===== src/rtl/mag_compare_seq.sv =====
// Iterative magnitude comparator for WIDTH-bit operands.
// Scans the operands MSB-first, DIGIT bits per clock, and stops at the first
// digit where they differ. In signed mode the operand MSBs are inverted at
// capture (offset binary), so the same unsigned scan gives two's-complement order.
//
// Handshakes use strict valid/ready semantics: a transfer happens on a rising
// edge where valid && ready are both 1. The producer holds valid (and data)
// until that edge. in_ready depends only on state and rst, never on in_valid.
// out_valid depends only on state. Once out_valid is raised it stays up,
// with its results held, until an out_ready handshake or a reset.
module mag_compare_seq #(
    parameter int WIDTH = 16,
    parameter int DIGIT = 2,
    parameter int CW    = $clog2(WIDTH / DIGIT) + 1
) (
    input  logic             clk,
    input  logic             rst,
    input  logic             in_valid,
    output logic             in_ready,
    input  logic [WIDTH-1:0] a,
    input  logic [WIDTH-1:0] b,
    input  logic             signed_mode,
    output logic             out_valid,
    input  logic             out_ready,
    output logic             lt,
    output logic             eq,
    output logic             gt,
    output logic [CW-1:0]    cycles,
    output logic [1:0]       state_dbg
);

    localparam int NCHUNK = WIDTH / DIGIT;

    typedef enum logic [1:0] {
        IDLE = 2'd0,
        SCAN = 2'd1,
        DONE = 2'd2
    } state_t;

    state_t           state;
    logic [WIDTH-1:0] sa;
    logic [WIDTH-1:0] sb;
    logic [CW-1:0]    k;
    logic [DIGIT-1:0] dig_a;
    logic [DIGIT-1:0] dig_b;

    // The digit being compared this cycle is always the top of the shift registers
    assign dig_a = sa[WIDTH-1 -: DIGIT];
    assign dig_b = sb[WIDTH-1 -: DIGIT];

    // Operands are accepted only while idle. The reset term makes in_ready
    // drop during any cycle in which reset is asserted.
    assign in_ready  = (state == IDLE) && !rst;
    assign state_dbg = state;

    // Control FSM with registered results; all state is cleared by reset
    always_ff @(posedge clk) begin
        if (rst) begin
            state     <= IDLE;
            sa        <= '0;
            sb        <= '0;
            k         <= '0;
            out_valid <= 1'b0;
            lt        <= 1'b0;
            eq        <= 1'b0;
            gt        <= 1'b0;
            cycles    <= '0;
        end else begin
            case (state)
                IDLE: begin
                    if (in_valid) begin
                        if (signed_mode) begin
                            sa <= {~a[WIDTH-1], a[WIDTH-2:0]};
                            sb <= {~b[WIDTH-1], b[WIDTH-2:0]};
                        end else begin
                            sa <= a;
                            sb <= b;
                        end
                        k     <= CW'(1);
                        state <= SCAN;
                    end
                end
                SCAN: begin
                    if (dig_a != dig_b) begin
                        lt        <= (dig_a < dig_b);
                        gt        <= (dig_a > dig_b);
                        eq        <= 1'b0;
                        cycles    <= k;
                        out_valid <= 1'b1;
                        state     <= DONE;
                    end else if (k == CW'(NCHUNK)) begin
                        lt        <= 1'b0;
                        gt        <= 1'b0;
                        eq        <= 1'b1;
                        cycles    <= CW'(NCHUNK);
                        out_valid <= 1'b1;
                        state     <= DONE;
                    end else begin
                        sa <= sa << DIGIT;
                        sb <= sb << DIGIT;
                        k  <= k + CW'(1);
                    end
                end
                DONE: begin
                    if (out_ready) begin
                        out_valid <= 1'b0;
                        state     <= IDLE;
                    end
                end
                default: begin
                    state     <= IDLE;
                    out_valid <= 1'b0;
                end
            endcase
        end
    end

endmodule


===== config.mk =====
export PLATFORM = sky130hd
export DESIGN_NAME = mag_compare_seq
export DESIGN_NICKNAME = d
export VERILOG_FILES = /design/src/rtl/mag_compare_seq.sv
export SDC_FILE = /design/constraint.sdc
export NUM_CORES = 1
export LEC_CHECK = 0
export BUFFER_PORTS_ARGS = -buffer_cell sky130_fd_sc_hd__buf_2
export CAP_MARGIN = 20
export CORE_ASPECT_RATIO = 2
export CORE_UTILIZATION = 40
export CTS_CLUSTER_DIAMETER = 30
export DETAILED_ROUTE_END_ITERATION = 6
export GPL_ROUTABILITY_DRIVEN = 0
export HOLD_SLACK_MARGIN = 0.15
export PLACE_DENSITY = 0.59
export SLEW_MARGIN = 20
export SYNTH_ARGS = -nofsm -noshare
export SYNTH_HDL_FRONTEND = slang
export SYNTH_SLANG_ARGS = --single-unit

===== constraint.sdc =====
create_clock -name clk -period 3.9 [get_ports clk]
set_clock_uncertainty 0.1 [all_clocks]
set_input_delay 0.39 -clock clk [delete_from_list [all_inputs] [get_ports clk]]
set_output_delay 0.39 -clock clk [all_outputs]
set_load 0.02 [all_outputs]

# [After elaboration in Yosys (flattened, before gate mapping)]
# Cells that the tools add are included.
# Widths: inputs -> output; s select.
[word_totals] regBits=46 out_inout_bits=11 ram_bits=0 elab_cells=62 in_bits=37 n_memories=0 rom_bits=0 latchBits=0
[classes] shift=0 add_sub_neg=1 magnitude_cmp=2 n_mux=29 n_eq_ne=9 mul=0 reduce_logical=9 div_mod_pow=0 bitwise_logic=3
[ops] operator="$mux 16" count=8
[ops] operator="$pmux 16 s2" count=2
[ops] operator="$mux 4" count=5
[ops] operator="$mux 2" count=4
[ops] operator="$ne 2x2->1 const B" count=4
[ops] operator="$pmux 4 s2" count=1
[ops] operator="$mux 1" count=7
[ops] operator="$pmux 2 s3" count=1
[ops] operator="$reduce_and 3->1" count=2
[ops] operator="$add 4x1->4 const B" count=1
[ops] operator="$eq 4x4->1 const B" count=1
[ops] operator="$reduce_and 4->1" count=1
[ops] operator="$reduce_bool 2->1" count=2
[ops] operator="$ne 3x3->1 const B" count=1
[ops] operator="$not 1->1" count=3
[ops] operator="$pmux 1 s3" count=1
[ops] operator="$eq 2x1->1 const B" count=1
[ops] operator="$eq 2x2->1 const B" count=1
[ops] operator="$gt 2x2->1" count=1
[ops] operator="$logic_not 2->1" count=1
[ops] operator="$lt 2x2->1" count=1
[ops] operator="$ne 2x2->1" count=1
[ops] operator="$reduce_and 2->1" count=1
[ops] operator="$logic_and 1x1->1" count=1
[ops] operator="$logic_not 1->1" count=1

# [Longest topological paths before layout]
# Gate-level depths: netlist of the first run.
[logic_depth] word_depth=4 mapped_depth=7 ltp_nobuf=5

# [Worst setup path before layout of the first run]
# No wires, ideal clock.
[synth_timing] path_type="register -> register" start="register sa[14]" end="register sb[13]" setup_time_ns=0.133 slack_ns=2.205 t_required_ns=3.667 synth_period_minus_slack_ns=1.695 n_path_buf=2 t_arrival_ns=1.462 stages_incl_launch_ff=8 cell_sequence="dfxtp_1 > inv_1 > ha_1 > and4b_1 > buf_4 > buf_6 > a211oi_1 > a311oi_1"
[synth_via] elab_chain_cells=3
[synth_rtl] element="start, declared" line="41" source="logic [WIDTH-1:0] sa;"
[synth_rtl] element="start signal, assigned" line="73" source="sa <= {~a[WIDTH-1], a[WIDTH-2:0]};"
[synth_rtl] element="start signal, assigned" line="99" source="sa <= sa << DIGIT;"
[synth_rtl] element="$ne 2x2->1" line="84" source="if (dig_a != dig_b) begin"
[synth_rtl] element="$ne 2x2->1 (no source line)"
[synth_rtl] element="$reduce_and 4->1 (no source line)"
[synth_rtl] element="end signal, assigned" line="74" source="sb <= {~b[WIDTH-1], b[WIDTH-2:0]};"
[synth_rtl] element="end signal, assigned" line="100" source="sb <= sb << DIGIT;"
[synth_rtl] element="end, declared" line="42" source="logic [WIDTH-1:0] sb;"
# No other way between the ends.
# A chain may end at the register's enable or synchronous reset.

# [Final worst setup path of the first run]
[layout_timing] start="register k[0]" end="register sb[13]"
[layout_via] elab_chain_cells=3
[layout_rtl] element="start, declared" line="43" source="logic [CW-1:0] k;"
[layout_rtl] element="start signal, assigned" line="101" source="k <= k + CW'(1);"
[layout_rtl] element="$eq 4x4->1" line="91" source="end else if (k == CW'(NCHUNK)) begin"
[layout_rtl] element="$ne 2x2->1 (no source line)"
[layout_rtl] element="$reduce_and 4->1 (no source line)"
# No other way between the ends.

==> reports/summary.txt, run 1 <==
Clock Tree Root = clkbuf_8
clk_lat worst skew = 0.30 ns
max_cap viols = 0
post-synth cell types = 38
DR DRC count = 0
Final WS setup = 1.73 ns
Final Critical Period = 2.17 ns
arrival time at the worst endpoint = 2.21 ns
row count = 38
gr usage total = 19.1%
grt total ovfl = 0
vias in the first global route = 1930
initial DRC count = 34
TritonCTS Buffers = 5
Worst EP required = 3.94 ns
dominant cells by area after synthesis = dfxtp_1, a311oi_1, nand2_1
Rel. slew slack = 35.8%
r2r worst-path depth = 5
antenna viol nets, final = 0
Sink Count = 46
Final #Nets = 330
Post-Synthesis Cells = 257
FMAX = 0.462 GHz
Hold Path Stages = 3
area grow syn2layout = 15.2%
final setup violating endpoints = 0
Ports = 48
final hold violations = 0
Worst-Margin Slew = 0.963 ns
RSZ-0062 raised after global routing = false
Synth Net Count = 298
die extent in x = 55.2 um
Hold Startpoint = a[0]
Avg Vias per Cell = 5.92
Critical Path Start Type = flip-flop
DP HPWL = 3730 um
CP Class = reg -> reg
status = complete, no violations
leak pwr = 0.00102 uW
register clock-pin slew on the reported worst setup and hold paths = 0.09 ns
register area = 921 um^2
area leader, netlist = dfxtp_1
total core area = 5420 um^2
worst r2r src = k[0]$_SDFFE_PP0P_
Multi-input gate area = 1160 um^2
PostCTS Resize Cnt = 0
Final Max Slew Viols = 0
synthesized area per cell = 8.81 um^2
Worst Setup SP = k[0]$_SDFFE_PP0P_
WL/cell = 16.0 um
layout cell share with drive strength beyond 1 = 23.8%
setup bufs post-CTS = 0
# hold bufs at CTS = 0
clk buf depth = 2
WL final = 5590 um
die area = 5980 um^2
top cell type's share of synthesized area = 40.7%
VDD IR max = 0.304 mV
sequential share of the synthesized area = 40.7%
largest net degree at the start of global routing = 41
Post-Syn Area = 2260 um^2
die height = 108 um
via count = 2072
Starting Density = 41.8%
Critical Path Sink Type = flip-flop
Hold WS = 0.221 ns
initial antenna violation count = 0
H-tree levels = 2
Total Power = 1480 uW
#FFs+latches synth = 46
Buffers on Ports = 47
final worst-path cycle share = 55.5%
Yosys warnings = 0
antenna diode count = 0
CTS tree = done
worst-path maximum fanout = 26
fill count = 567
pre-CTS WS = 1.53 ns
DR pass1 iterations = 4
first-pass GRT wire length = 9150 um
Power Density = 566 nW/um^2
worst hold path type = in -> reg
setup TNS = 0 ns
## synth_stat cells
cell type	count
o21ai_4	1
nand4b_1	1
nand2_1	60
a311oi_1	26
and3_1	1
a21oi_2	1
o21a_1	1
nand3_1	3
dfxtp_1	46
mux2i_1	2
xor2_1	2
inv_1	9
o31ai_1	1
nor3b_1	1
buf_4	3
buf_6	4
clkbuf_1	6
o21ai_2	1
nand4b_4	1
or3_1	1
nor2_1	2
a32o_1	5
and3b_1	1
nand3b_1	2
nand2b_1	1
nor3b_2	1
or3b_2	2
and4b_1	1
o21ai_0	2
or3b_1	1
nor2b_1	1
a211oi_1	28
buf_2	14
a21oi_1	9
nor3_1	1
a31oi_1	2
ha_1	4
o211ai_1	9
## cell type report
type | instances | area share [%]
Multi-Input combinational cell | 175 | 44.5
Sequential cell | 46 | 35.3
Timing Repair Buffer | 52 | 10.6
Clock buffer | 6 | 3.17
Tap cell | 60 | 2.88
Clock inverter | 2 | 2.30
Inverter | 9 | 1.29
## worst max-delay path: stages (launching register included)
cell	delay (ns)
dfxtp_1	0.38
inv_1	0.10
ha_1	0.21
and3b_1	0.35
o21ai_4	0.67
a311oi_1	0.19
## state kept, by name (all words and copies together), names as in the netlist
signal and cells:
cycles 4, k 4, sb 16, state_dbg 2
eq 1, gt 1, lt 1, out_valid 1
sa 16
## path summary, 6_finish.rpt
check | endpoint | slack [ns]
min reg2reg | cycles[3]$_SDFFE_PP0P_ | 0.36
max reg2reg | sb[13]$_SDFFE_PP0P_ | 1.73
min | sa[0]$_SDFFE_PP0P_ | 0.22
max | sb[13]$_SDFFE_PP0P_ | 1.73
## layout by cell type, fill, tap and decap left out, types with 2 or more instances in the layout
cell type / instances
clkbuf_8: 6
a21oi_1: 9
o211ai_1: 9
inv_1: 9
ha_1: 4
nand3b_1: 2
o21ai_0: 2
buf_2: 47
a211oi_1: 28
nor2_1: 2
xor2_1: 2
nand3_1: 3
dfxtp_1: 46
a32o_1: 5
bufinv_16: 2
mux2i_1: 2
or3b_2: 2
nand2_1: 60
buf_4: 4
a311oi_1: 26
a31oi_1: 2
## metal layers
layer	global-route usage, %	up-vias	wire [um]
li1	-	1026	-
met1	22.3	983	2380
met2	32.5	47	2830
met3	3.95	16	199
met4	9.64	0	176
met5	0	-	0
## cell families (layout without fill, tap and decap cells)
logic type / count (synthesis) / after routing / synth area share (%)
flops: 46 / 46 / 40.7
simple gates: 81 / 81 / 17.2
compound gates: 86 / 86 / 29.7
buf+inv: 36 / 69 / 8.56
xor+xnor: 2 / 2 / 0.774
fa+ha+maj: 4 / 4 / 2.21
mux: 2 / 2 / 0.884
## metrics by stage
stage                     std cells  util [%]  cell area, um^2
after floorplan                 257         -             2260
after global placement          341      45.3             2450
after CTS                       349      47.9             2600
after global routing            350      48.1             2610
final                           350      48.1             2610
after detailed placement        341      45.3             2450
## where the power goes
group	internal (uW)	switching, uW	leakage (uW)
logic	168	259	0.000572
registers	556	58.4	0.000379
clock network	273	164	0.0000714
(Power assumes the default switching activity.)
==> inputs of run 2 (changes only) <==
==> constraint.sdc (replaced) <==
create_clock -name clk -period 2.2 [get_ports clk]
set_clock_uncertainty 0.1 [all_clocks]
set_input_delay 0.22 -clock clk [delete_from_list [all_inputs] [get_ports clk]]
set_output_delay 0.22 -clock clk [all_outputs]
set_load 0.02 [all_outputs]
==> reports/summary.txt, run 2 (synthesis gave the netlist of run 1 again) <==
worst hold path type = in -> reg
Total Power = 2470 uW (+67%)
max_cap viols = 0 (unchanged)
most common cell after layout, fill and taps aside = nand2_1
antenna viol nets, final = 0 (unchanged)
FMAX = 0.529 GHz (+15%)
WP buf/inv = 2 (+1)
fill count = 520 (-8.3%)
area grow syn2layout = 28.6%
final hold violations = 0 (unchanged)
DP HPWL = 3860 um (+3.5%)
Regs by FF count = sa: 16 flops, sb: 16 flops
Worst EP required = 2.32 ns (-1.62 ns)
antenna diode count = 0 (unchanged)
clk_lat worst skew = 0.29 ns (about the same)
initial DRC count = 55 (+62%)
TritonCTS Buffers = 5 (unchanged)
largest net degree at the start of global routing = 32 (-22%)
worst-path cell chain = inv_1, ha_1, and4b_1, buf_4, a21oi_2, mux2i_1
register clock-pin slew on the reported worst setup and hold paths = 0.09 ns (about the same)
Sink Count = 46 (unchanged)
Worst-Margin Slew = 0.480 ns (-0.483 ns)
Avg Vias per Cell = 5.63 (-5.0%)
H-tree levels = 2 (unchanged)
RSZ-0062 raised after global routing = false
arrival time at the worst endpoint = 2.01 ns (-0.20 ns)
Final WS setup = 0.310 ns (-1.42 ns)
WL final = 6100 um (+9.1%)
Max stage delay on crit path = 0.35 ns (-0.32 ns)
CP max-delay cell = dfxtp_1
Critical Path Sink Type = flip-flop
row count = 38 (unchanged)
total core area = 5420 um^2 (unchanged)
gr usage total = 20.9% (+1.8 points)
register area = 921 um^2 (unchanged)
Non-Filler Instances = 386 (+10%)
Ports = 48 (unchanged)
Rel. slew slack = 68.0% (+32 points)
grt total ovfl = 0 (unchanged)
largest delay contributor family on the critical path = flip-flops
leak pwr = 0.00116 uW (+13%)
status = complete, no violations
Critical Path Start Type = flip-flop
final setup violating endpoints = 0 (unchanged)
CTS tree = done
Starting Density = 41.8% (unchanged)
most frequent cells in the layout = nand2_1, buf_2, dfxtp_1, dlygate4sd3_1, a211oi_1
DR DRC count = 0 (unchanged)
CP Class = reg -> reg
WL/cell = 15.8 um (-1.1%)
vias in the first global route = 2106 (+9.1%)
VDD IR max = 0.683 mV (+120%)
layout cell share with drive strength beyond 1 = 22.1% (-1.7 points)
setup TNS = 0 ns (unchanged)
die height = 108 um (unchanged)
final worst-path cycle share = 85.9% (+30 points)
die area = 5980 um^2 (unchanged)
DR pass1 iterations = 5 (+1)
Clock Tree Root = clkbuf_8
pre-CTS WS = 0.329 ns (-1.20 ns)
Final Max Slew Viols = 0 (unchanged)
Buffers on Ports = 47 (unchanged)
die extent in x = 55.2 um (unchanged)
worst-path maximum fanout = 10 (-62%)
placed instance count = 347 (+1.8%)
initial antenna violation count = 0 (unchanged)
via count = 2172 (+4.8%)
Power Density = 847 nW/um^2 (+50%)
PostCTS Resize Cnt = 0 (unchanged)
Multi-input gate area = 1160 um^2 (-0.11%)
Final #Nets = 366 (+11%)
Final Critical Period = 1.89 ns (-0.275 ns)
clk buf depth = 2 (unchanged)
first-pass GRT wire length = 9960 um (+8.8%)
[run 2: layout make-up]
class	instances	share of cell area, %
Clock buffer	7	2.96
Clock inverter	1	0.172
Inverter	9	1.16
Multi-Input combinational cell	175	39.8
Sequential cell	46	31.6
Tap cell	60	2.58
Timing Repair Buffer	88	21.7
[run 2: report_power, final]
part           internal [uW]  switching (uW)  leakage (uW)
sequential               985             102      0.000379
combinational            364             483      0.000730
clock                    254             279     0.0000482
[run 2: worst reg2reg max path: cells and delay by family, from the launching register on]
family                   cells  cell delay, ns
AND/OR/NAND/NOR              1            0.23
AO/OA/AOI/OAI                1            0.30
buffers and inverters        2            0.23
multiplexers                 1            0.26
flip-flops                   1            0.35
adder cells (fa/ha/maj)      1            0.35
[run 2: metrics by stage]
step	util (%)	hold WS, ns	cell area, um^2
after floorplan	-	0.256	2260
after global placement	46.3	0.352	2510
after detailed placement	46.3	0.370	2510
after CTS	53.7	0.208	2910
after global routing	53.7	0.223	2910
final	53.7	0.214	2910
[run 2: worst paths after layout]
| path | slack [ns] | start | endpoint | cells after the start |
|---|---|---|---|---|
| setup / recovery | 0.31 | sb[15]$_SDFFE_PP0P_ | sb[15]$_SDFFE_PP0P_ | 6 |
| hold / removal | 0.21 | rst | k[1]$_SDFFE_PP0P_ | 2 |
| setup reg to reg | 0.31 | sb[15]$_SDFFE_PP0P_ | sb[15]$_SDFFE_PP0P_ | 6 |
| hold reg to reg | 0.38 | sa[15]$_SDFFE_PP0P_ | sa[15]$_SDFFE_PP0P_ | 2 |
[run 2: routing by layer]
layer  GRT usage (%)  vias up  wire (um)
li1                -     1090          -
met2            36.9       55       3120
met3            3.59        8        228
met1            25.0     1019       2650
met5               0        -          0
met4            7.68        0         97
[run 2: timing repair]
action	4_1_cts	5_1_grt
endpoints found under the setup margin	0	0
hold buffers	31	0
hold endpoints to repair	31	0
buffers inserted	0	0
